[src/rtl/immgen_pkg.sv]
// ============================================================================
// Module : immgen_pkg -- opcodes, format codes and buffer states for immgen_pipe
// Rev    : 1.0
// ============================================================================
`default_nettype none

package immgen_pkg;

    localparam logic [6:0] OP_LUI    = 7'b0110111;
    localparam logic [6:0] OP_AUIPC  = 7'b0010111;
    localparam logic [6:0] OP_JAL    = 7'b1101111;
    localparam logic [6:0] OP_JALR   = 7'b1100111;
    localparam logic [6:0] OP_BRANCH = 7'b1100011;
    localparam logic [6:0] OP_LOAD   = 7'b0000011;
    localparam logic [6:0] OP_STORE  = 7'b0100011;
    localparam logic [6:0] OP_IMM    = 7'b0010011;
    localparam logic [6:0] OP_SYSTEM = 7'b1110011;

    typedef enum logic [2:0] {
        FMT_NONE = 3'd0,
        FMT_I    = 3'd1,
        FMT_S    = 3'd2,
        FMT_B    = 3'd3,
        FMT_U    = 3'd4,
        FMT_J    = 3'd5,
        FMT_Z    = 3'd6
    } imm_fmt_t;

    typedef enum logic [1:0] {
        ST_EMPTY = 2'd0,
        ST_FULL1 = 2'd1,
        ST_FULL2 = 2'd2
    } buf_state_t;

    // CSRRWI / CSRRSI / CSRRCI carry a 5-bit zimm in the rs1 field
    function automatic logic is_csr_imm(input logic [2:0] funct3);
        return (funct3 == 3'b101) || (funct3 == 3'b110) || (funct3 == 3'b111);
    endfunction

endpackage

`default_nettype wire

[src/rtl/immgen_pipe_if.sv]
// ============================================================================
// Module : immgen_pipe_if -- upstream/downstream handshake bundle of immgen_pipe
// Rev    : 1.0
// ============================================================================
`default_nettype none

interface immgen_pipe_if #(
    parameter int XLEN = 32
) ();
    import immgen_pkg::*;

    logic            i_valid;
    logic            o_ready;
    logic [31:0]     i_instr;
    logic            o_valid;
    logic            i_ready;
    logic [31:0]     o_instr;
    logic [XLEN-1:0] o_imm;
    imm_fmt_t        o_fmt;

    modport slave (
        input  i_valid,
        input  i_instr,
        input  i_ready,
        output o_ready,
        output o_valid,
        output o_instr,
        output o_imm,
        output o_fmt
    );

    modport master (
        output i_valid,
        output i_instr,
        output i_ready,
        input  o_ready,
        input  o_valid,
        input  o_instr,
        input  o_imm,
        input  o_fmt
    );

endinterface

`default_nettype wire

[src/rtl/imm_decode.sv]
// ============================================================================
// Module : imm_decode -- combinational RV32I immediate decoder (I/S/B/U/J/Z)
// Rev    : 1.0
// ============================================================================
`default_nettype none

module imm_decode
    import immgen_pkg::*;
#(
    parameter int XLEN  = 32,
    parameter bit ZICSR = 1'b1
) (
    input  logic [31:0]     i_instr,
    output logic [XLEN-1:0] o_imm,
    output imm_fmt_t        o_fmt
);

    logic [31:0] w_imm32;

    always_comb begin
        w_imm32 = 32'h0;
        o_fmt   = FMT_NONE;
        case (i_instr[6:0])
            OP_LUI, OP_AUIPC: begin
                w_imm32 = {i_instr[31:12], 12'h000};
                o_fmt   = FMT_U;
            end
            OP_JAL: begin
                w_imm32 = {{12{i_instr[31]}}, i_instr[19:12], i_instr[20],
                           i_instr[30:21], 1'b0};
                o_fmt   = FMT_J;
            end
            OP_JALR, OP_LOAD, OP_IMM: begin
                w_imm32 = {{20{i_instr[31]}}, i_instr[31:20]};
                o_fmt   = FMT_I;
            end
            OP_STORE: begin
                w_imm32 = {{20{i_instr[31]}}, i_instr[31:25], i_instr[11:7]};
                o_fmt   = FMT_S;
            end
            OP_BRANCH: begin
                w_imm32 = {{20{i_instr[31]}}, i_instr[7], i_instr[30:25],
                           i_instr[11:8], 1'b0};
                o_fmt   = FMT_B;
            end
            OP_SYSTEM: begin
                if (ZICSR && is_csr_imm(i_instr[14:12])) begin
                    w_imm32 = {27'h0, i_instr[19:15]};
                    o_fmt   = FMT_Z;
                end
            end
            default: begin
                w_imm32 = 32'h0;
                o_fmt   = FMT_NONE;
            end
        endcase
    end

    // Bit 31 of the 32-bit result already holds the correct fill bit for every format
    if (XLEN > 32) begin : g_ext_wide
        assign o_imm = {{(XLEN-32){w_imm32[31]}}, w_imm32};
    end else begin : g_ext_native
        assign o_imm = w_imm32[XLEN-1:0];
    end

endmodule

`default_nettype wire

[src/rtl/immgen_pipe.sv]
// ============================================================================
// Module : immgen_pipe -- registered immediate-generation stage, 2-entry skid
// Rev    : 1.0
// ============================================================================
`default_nettype none

module immgen_pipe
    import immgen_pkg::*;
#(
    parameter int XLEN  = 32,
    parameter bit ZICSR = 1'b1
) (
    input  logic         i_clk,
    input  logic         i_rst,
    input  logic         i_flush,
    immgen_pipe_if.slave bus
);

    logic [XLEN-1:0] w_dec_imm;
    imm_fmt_t        w_dec_fmt;
    logic            w_in_acc;
    logic            w_out_acc;

    buf_state_t      state_q,      state_d;
    logic [31:0]     main_instr_q, main_instr_d;
    logic [XLEN-1:0] main_imm_q,   main_imm_d;
    imm_fmt_t        main_fmt_q,   main_fmt_d;
    logic [31:0]     skid_instr_q, skid_instr_d;
    logic [XLEN-1:0] skid_imm_q,   skid_imm_d;
    imm_fmt_t        skid_fmt_q,   skid_fmt_d;

    imm_decode #(
        .XLEN  (XLEN),
        .ZICSR (ZICSR)
    ) u_decode (
        .i_instr (bus.i_instr),
        .o_imm   (w_dec_imm),
        .o_fmt   (w_dec_fmt)
    );

    // Both handshake outputs depend only on state_q, so i_ready never reaches o_ready
    assign bus.o_valid = (state_q != ST_EMPTY);
    assign bus.o_ready = (state_q != ST_FULL2);
    assign bus.o_instr = main_instr_q;
    assign bus.o_imm   = main_imm_q;
    assign bus.o_fmt   = main_fmt_q;

    assign w_in_acc  = bus.i_valid & bus.o_ready;
    assign w_out_acc = bus.o_valid & bus.i_ready;

    always_comb begin
        state_d      = state_q;
        main_instr_d = main_instr_q;
        main_imm_d   = main_imm_q;
        main_fmt_d   = main_fmt_q;
        skid_instr_d = skid_instr_q;
        skid_imm_d   = skid_imm_q;
        skid_fmt_d   = skid_fmt_q;

        case (state_q)
            ST_EMPTY: begin
                if (w_in_acc) begin
                    main_instr_d = bus.i_instr;
                    main_imm_d   = w_dec_imm;
                    main_fmt_d   = w_dec_fmt;
                    state_d      = ST_FULL1;
                end
            end
            ST_FULL1: begin
                if (w_in_acc && w_out_acc) begin
                    main_instr_d = bus.i_instr;
                    main_imm_d   = w_dec_imm;
                    main_fmt_d   = w_dec_fmt;
                end else if (w_in_acc) begin
                    skid_instr_d = bus.i_instr;
                    skid_imm_d   = w_dec_imm;
                    skid_fmt_d   = w_dec_fmt;
                    state_d      = ST_FULL2;
                end else if (w_out_acc) begin
                    state_d      = ST_EMPTY;
                end
            end
            ST_FULL2: begin
                if (w_out_acc) begin
                    main_instr_d = skid_instr_q;
                    main_imm_d   = skid_imm_q;
                    main_fmt_d   = skid_fmt_q;
                    state_d      = ST_FULL1;
                end
            end
            default: begin
                state_d = ST_EMPTY;
            end
        endcase

        // Branch redirect: drop everything, including this cycle's input
        if (i_flush) begin
            state_d      = ST_EMPTY;
            main_instr_d = 32'h0;
            main_imm_d   = '0;
            main_fmt_d   = FMT_NONE;
            skid_instr_d = 32'h0;
            skid_imm_d   = '0;
            skid_fmt_d   = FMT_NONE;
        end
    end

    always_ff @(posedge i_clk) begin
        if (i_rst) begin
            state_q      <= ST_EMPTY;
            main_instr_q <= 32'h0;
            main_imm_q   <= '0;
            main_fmt_q   <= FMT_NONE;
            skid_instr_q <= 32'h0;
            skid_imm_q   <= '0;
            skid_fmt_q   <= FMT_NONE;
        end else begin
            state_q      <= state_d;
            main_instr_q <= main_instr_d;
            main_imm_q   <= main_imm_d;
            main_fmt_q   <= main_fmt_d;
            skid_instr_q <= skid_instr_d;
            skid_imm_q   <= skid_imm_d;
            skid_fmt_q   <= skid_fmt_d;
        end
    end

endmodule

`default_nettype wire

[src/flat_wrapper.sv]
// flat-port wrapper written by rule: the top's interface ports become plain ports
module immgen_pipe_flat import immgen_pkg::*;
#(
    parameter int XLEN  = 32,
    parameter bit ZICSR = 1'b1
)
  (i_clk, i_rst, i_flush, bus_i_valid, bus_i_instr, bus_i_ready, bus_o_ready, bus_o_valid, bus_o_instr, bus_o_imm, bus_o_fmt);
  immgen_pipe_if #(.XLEN(XLEN)) bus_i ();
  input  logic i_clk;
  input  logic i_rst;
  input  logic i_flush;
  input wire logic [$bits(bus_i.i_valid)-1:0] bus_i_valid;
  input wire logic [$bits(bus_i.i_instr)-1:0] bus_i_instr;
  input wire logic [$bits(bus_i.i_ready)-1:0] bus_i_ready;
  output wire logic [$bits(bus_i.o_ready)-1:0] bus_o_ready;
  output wire logic [$bits(bus_i.o_valid)-1:0] bus_o_valid;
  output wire logic [$bits(bus_i.o_instr)-1:0] bus_o_instr;
  output wire logic [$bits(bus_i.o_imm)-1:0] bus_o_imm;
  output wire logic [$bits(bus_i.o_fmt)-1:0] bus_o_fmt;
  assign bus_i.i_valid = bus_i_valid;
  assign bus_i.i_instr = bus_i_instr;
  assign bus_i.i_ready = bus_i_ready;
  assign bus_o_ready = bus_i.o_ready;
  assign bus_o_valid = bus_i.o_valid;
  assign bus_o_instr = bus_i.o_instr;
  assign bus_o_imm = bus_i.o_imm;
  assign bus_o_fmt = bus_i.o_fmt;
  immgen_pipe #(.XLEN(XLEN), .ZICSR(ZICSR)) u_core (.i_clk(i_clk), .i_rst(i_rst), .i_flush(i_flush), .bus(bus_i));
endmodule
[config.mk]
export PLATFORM = sky130hd
export DESIGN_NAME = immgen_pipe_flat
export DESIGN_NICKNAME = d
export VERILOG_FILES = /design/src/rtl/immgen_pkg.sv /design/src/rtl/immgen_pipe_if.sv /design/src/rtl/imm_decode.sv /design/src/rtl/immgen_pipe.sv /design/src/flat_wrapper.sv
export SDC_FILE = /design/constraint.sdc
export NUM_CORES = 1
export LEC_CHECK = 0
export ABC_AREA = 1
export BUFFER_PORTS_ARGS = -buffer_cell sky130_fd_sc_hd__buf_2
export CAP_MARGIN = 20
export CORE_UTILIZATION = 45
export DETAILED_ROUTE_END_ITERATION = 7
export PLACE_DENSITY = 0.67
export SETUP_SLACK_MARGIN = 0.1
export SYNTH_ARGS = -nofsm -noshare
export SYNTH_HDL_FRONTEND = slang
export SYNTH_SLANG_ARGS = --single-unit
[constraint.sdc]
create_clock -name i_clk -period 1.3 [get_ports i_clk]
set_input_delay 0.195 -clock i_clk [delete_from_list [all_inputs] [get_ports i_clk]]
set_output_delay 0.195 -clock i_clk [all_outputs]
set_load 0.005 [all_outputs]
==> Word-level counts from Yosys, hierarchy flattened <==
Index checks and enable logic that the tools add are counted.
{ "totals": {"in_bits": 37, "ff_bits": 136, "wordCells": 64} }
{ "classes": {"eq_ne": 20, "muxes": 22, "reduce_logical": 12, "bitwise": 3} }
{ "op_table": {"columns": ["operator", "n"], "rows": [
  ["32-bit 2-to-1 mux", 6],
  ["32-bit one-hot mux with 3 select lines", 2],
  ["32-bit one-hot mux with 6 select lines", 1],
  ["7-bit == test, second input constant", 4],
  ["3-bit one-hot mux with 6 select lines", 1],
  ["7-bit by 5-bit == test with 1-bit output, second input constant", 2],
  ["7-bit by 6-bit == test with 1-bit output, second input constant", 2],
  ["3-bit 2-to-1 mux", 4],
  ["2-bit 2-to-1 mux", 5],
  ["3-bit == test, second input constant", 3],
  ["3-bit one-hot mux with 3 select lines", 1],
  ["4-bit AND reduction", 2],
  ["7-bit by 2-bit == test with 1-bit output, second input constant", 1],
  ["2-bit by 1-bit inequality test with 1-bit output, second input constant", 3],
  ["2-bit one-hot mux with 3 select lines", 1],
  ["5-bit 2-to-1 mux", 1],
  ["2-bit inequality test, second input constant", 2],
  ["2-bit OR reduction", 2],
  ["3-bit by 1-bit inequality test with 1-bit output, second input constant", 1],
  ["3-bit AND reduction", 1],
  ["3-bit nonzero test", 1],
  ["3-bit OR reduction", 1],
  ["1-bit bitwise AND", 2],
  ["2-bit by 1-bit == test with 1-bit output, second input constant", 1],
  ["other kinds (6)", 7]
]} }

==> Longest topological paths before layout <==
{ "depth": {"word_depth": 7, "mapped_depth": 10} }

==> By module <==
A second synthesis with hierarchy kept.
{ "hier_totals": {"hier_cells": 1113, "area_unflattened_um2": 6745.2} }
{ "modules_own_cells": {"columns": ["mod", "seq_area_each_um2", "instances", "cells_per_inst", "area_each_um2"], "rows": [
  ["immgen_pipe", 2722.6, 1, 952, 5970.7],
  ["imm_decode", 0.0, 1, 161, 774.5]
]} }

==> Least setup slack after synthesis <==
No wires, ideal clock.
{ "synth_path": {"kind": "flip-flop to flip-flop", "startpoint": "register u_core.state_q[1]", "endpoint": "register u_core.main_instr_q[21], in the netlist u_core.bus.o_instr[21]", "arrival_time_ns": 1.203, "path_stages_with_launch": 8, "required_time_ns": 1.175, "slack_ns": -0.028, "synth_period_minus_slack_ns": 1.328, "path_buffers": 2, "path_cell_list": "dfxtp_1 nor2_1 a21oi_2 o21ai_4 inv_4 buf_2 buf_2 a31oi_1"} }
{ "synth_between": {"elab_chain_len": 5, "elab_cells_between_ends": 14, "classes_between": "eq/ne: 6; mux: 1; bitwise: 2; reduce/logical: 5"} }
{ "synth_rtl": {"columns": ["item", "line_no", "source"], "rows": [
  ["start, declared", "immgen_pipe.sv:24", "buf_state_t state_q, state_d;"],
  ["start signal, assigned", "immgen_pipe.sv:118", "state_q <= state_d;"],
  ["2-bit inequality test / 2-bit nonzero test (equally long branches)", "immgen_pipe.sv:43, immgen_pipe.sv:42", null],
  ["1-bit bitwise AND, on equally long branches", "immgen_pipe.sv:48, immgen_pipe.sv:49", null],
  ["1-bit logical AND", "immgen_pipe.sv:70", "if (w_in_acc && w_out_acc) begin"],
  ["2-bit by 1-bit inequality test with 1-bit output (no line)", null, null],
  ["4-bit AND reduction (no line)", null, null],
  ["end signal, assigned", "immgen_pipe.sv:119", "main_instr_q <= main_instr_d;"],
  ["end, declared", "immgen_pipe.sv:25", "logic [31:0] main_instr_q, main_instr_d;"]
]} }
Several ways; a longest one is shown, not always the timed one.
A chain may end at the register's enable or synchronous reset.

==> Worst setup path in the final report <==
{ "layout_path": {"startpoint": "register u_core.state_q[1]", "endpoint": "register u_core.main_imm_q[19], in the netlist u_core.bus.o_imm[19]"} }
{ "layout_between": {"elab_chain_len": 5, "elab_cells_between_ends": 14, "classes_between": "eq/ne: 6; mux: 1; bitwise: 2; reduce/logical: 5"} }
{ "layout_rtl": {"columns": ["item", "line_no", "source"], "rows": [
  ["2-bit inequality test / 2-bit nonzero test (equally long branches)", "immgen_pipe.sv:43, immgen_pipe.sv:42", null],
  ["1-bit bitwise AND, on equally long branches", "immgen_pipe.sv:48, immgen_pipe.sv:49", null],
  ["1-bit logical AND", "immgen_pipe.sv:70", null],
  ["2-bit by 1-bit inequality test with 1-bit output (no line)", null, null],
  ["4-bit AND reduction (no line)", null, null],
  ["end signal, assigned", "immgen_pipe.sv:120", "main_imm_q <= main_imm_d;"],
  ["end, declared", "immgen_pipe.sv:26", "logic [XLEN-1:0] main_imm_q, main_imm_d;"]
]} }
Several ways; a longest one is shown, not always the timed one.

==> impl_results.md <==
- RSZ-0062 raised after global routing: yes
- Failing checks: setup timing
- I/O pins: 106
- CTS tree: built
- Worst path cell trace: buf_6 > nor2_4 > a21oi_2 > o21ai_4 > buf_4 > clkbuf_16 > a21oi_1 > a21oi_1
- Drt first pass iters: 5
- Non-Filler Instances: 1178
- CP bufs+invs: 3
- Starting Density: 0.4639
- Area contributors post-synth: dfxtp_1 46%, nand2_1 9.5%, o21ai_0 8.9%, a21oi_1 7.7%, nor2_1 7.0%
- Clock buffer depth: 2
- Peak fanout along the critical path: 14
- Worst Setup Slack post-DPL: -0.2224 ns
- WL final: 20.76 mm
- Yosys top cell by area: dfxtp_1
- Final setup vio count: 136
- Data arrival, critical path: 1.85 ns
- HPWL after detailed placement: 11.11 mm
- Register area share after synthesis: 0.4632
- Reg2Reg Depth: 8
- Layout Skew: 0.005382 ns
- Routability Congestion: 0.8553
- Nets: 1032
- Crit path capture type: register
- R2R Setup Slk: -0.24 ns
- Power density over the cells: 1135 nW/um2
- Dpl cells: 1102
- Worst Tran Pin Value: 0.2975 ns
- Worst hold stages: 3
- Fillers: 992
- # H-tree levels: 4
- DR vias: 6540
- CP delay by family, top: compound AO/OA/AOI/OAI gates
- Normalized max-slew margin: 0.8002
- I/O Buffers: 105
- Core Box Area: 12670 um2
- CP max-delay cell: dfxtp_4
- Syn_nets: 867
- Clk slew on worst S/H paths: 0.06 ns
- TritonCTS Sinks: 136
- Critical Path Max Stage Delay: 0.37 ns
- R2r endpoint: u_core.bus.o_imm[19]$_SDFFE_PP0P_
- Flops & latches, synth: 136
- VDD IR max: 0.9369 mV
- Final WS setup: -0.2362 ns
- Cell repeated most along the worst path: a21oi_1
- Period utilization: 1.182
- Crit start category: register
- Final Core Density: 0.6992
- Post-synth top area share: 0.4632
- Mean Syn Cell Area: 7.082 um2
- Fraction of layout cells with a size suffix above 1: 0.3777
- Fmax: 0.6510 GHz
- Area growth from synthesis to layout: 50.72%
- Max cap viols: 0
- Row count: 41
- Via-to-Cell Ratio: 5.552
- Worst EP required: 1.61 ns
- Hold Crit Class: input port to register
- Worst setup path category: register to register
- Wire per inst: 17.62 um
- Pin count of the biggest net entering global routing: 41
- Final Hold Violating Endpoints: 0
- Reg-to-Reg Start: u_core.state_q[1]$_SDFFE_PP0P_
- # diodes: 0
- Mapped Cells: 830
- Gr ovfl total: 0
- Initial antenna violation count: 0
- Hold endpoint: u_core.bus.o_instr[13]$_SDFFE_PP0P_
- Die area: 13520 um2
- Total CTS buffers: 17
- YS warnings: 0
- Die Ht: 116.3 um
- Total power: 10.05 mW
- Total leakage power: 3.996 nW
- Worst skew pair latency: 0.42 ns
- Vias in the first global route: 5761
- First-pass GRT wire length: 29.12 mm
- Post-route antenna net violation count: 0
- Die width: 116.3 um
- Netlist Area Pre-Place: 5878 um2
- DRT iter0 DRCs: 545
- Clock root buffer: clkbuf_16
- Status: complete, but fails checks
- Total track usage: 0.2811
- Slew Viols, Final: 0
- # hold bufs at CTS: 0
- Number of remaining DRC errors: 0
- Synth cell types: 24
- Min-delay src: bus_i_instr[13]
- Final min period: 1.536 ns
[cells in the mapped netlist]
cell type,number
nand4_1,6
o21ai_1,31
inv_4,1
nor2_2,2
nand3_1,34
clkinv_1,1
buf_2,24
clkbuf_1,32
a21oi_2,1
nor3_1,2
nand2_1,148
o21ai_0,104
buf_6,1
nor2_1,109
o21ai_4,1
nor2_4,1
a31oi_1,32
nand2_2,1
inv_2,4
a21oi_1,91
inv_1,56
dfxtp_1,136
o21ai_2,8
buf_4,4
[worst min-delay path, cell delays in order]
cell and delay (ns):
buf_2 0.11, nand2_1 0.05, a31oi_1 0.07
[through the flow]
| stage | hold WS, ns | cell area (um2) | TNS (ns) |
|---|---|---|---|
| after global placement | 0.4609 | 6963 | -5.757 |
| final | 0.04589 | 8860 | -16.59 |
| after floorplan | 0.3349 | 5896 | 0 |
| after CTS | 0.04203 | 8108 | -12.60 |
| after detailed placement | 0.4708 | 6963 | -7.269 |
| after global routing | 0.05727 | 8860 | -25.06 |
[repair_timing]
action | in CTS | in global routing
pin swaps | 3 | 27
cloned | 10 | 14
resized for setup | 53 | 206
endpoints found under the setup margin | 131 | 138
setup buffers | 13 | 11
[registers in the layout (all words and copies together), names as in the netlist]
signal	count
u_core.bus.o_fmt	3
u_core.bus.o_imm	32
u_core.bus.o_instr	32
u_core.skid_fmt_q	3
u_core.skid_imm_q	32
u_core.skid_instr_q	32
u_core.state_q	2
[cells by family after synthesis]
logic type             Yosys count  share of synthesized area
AOI/OAI and AO/OA              268                     0.2427
and+or+nand+nor                303                     0.2063
buffers and inverters          123                    0.08791
DFF                            136                     0.4632
[worst max-delay path by stage]
stage	from	end	slack [ns]	depth (start not counted)
CTS	u_core.state_q[0]$_SDFFE_PP0P_	bus_o_ready	-0.15	5
finish	u_core.state_q[1]$_SDFFE_PP0P_	u_core.bus.o_imm[19]$_SDFFE_PP0P_	-0.24	8
floorplan	u_core.state_q[1]$_SDFFE_PP0P_	u_core.bus.o_instr[21]$_SDFFE_PP0P_	0.06	6
global route	u_core.state_q[0]$_SDFFE_PP0P_	u_core.bus.o_imm[11]$_SDFFE_PP0P_	-0.32	8
detailed placement	bus_i_instr[3]	u_core.bus.o_imm[19]$_SDFFE_PP0P_	-0.22	11
global placement	bus_i_instr[3]	u_core.bus.o_imm[14]$_SDFFE_PP0P_	-0.16	11
[routing by layer]
metal	up-vias	track usage	wire length, um	part of all wire
li1	3092	-	-	-
met1	3089	0.3455	8681	0.42
met2	282	0.4805	9844	0.47
met3	77	0.05968	1410	0.068
met4	0	0.1094	822	0.040
met5	-	0	0	0
[cell usage in the layout (no fill, tap or decap), types with 24 or more instances in the layout]
master | netlist | final
a21oi_1 | 91 | 56
buf_2 | 24 | 105
nand2_1 | 148 | 147
nand3_1 | 34 | 33
nor2_1 | 109 | 74
a31oi_1 | 32 | 29
buf_4 | 4 | 39
o21ai_2 | 8 | 55
o21ai_1 | 31 | 53
dfxtp_1 | 136 | 134
a21oi_2 | 1 | 36
clkbuf_16 | 0 | 24
nor2_2 | 2 | 33
o21ai_0 | 104 | 31
inv_1 | 56 | 54
[report_power, final]
part           switching, mW  internal, mW  leakage, nW  total, mW
clock network           1.71          2.80        0.267       4.51
registers             0.0703          4.27         1.10       4.34
logic                  0.669         0.530         2.62       1.20
total                   2.45          7.61         4.00       10.1
[area by class of cell]
type / instances / area [um2] / area share
multi-input cells: 571 / 3147 / 0.3552
flip-flops and latches: 136 / 2728 / 0.3079
repair buffers: 205 / 1954 / 0.2206
clock buffers: 27 / 503.0 / 0.05677
inverters: 62 / 255.2 / 0.02881
well taps: 172 / 215.2 / 0.02429
clock inverters: 3 / 40.04 / 0.004519
repair inverters: 2 / 17.52 / 0.001977
Power figures use the tool's default switching activity.
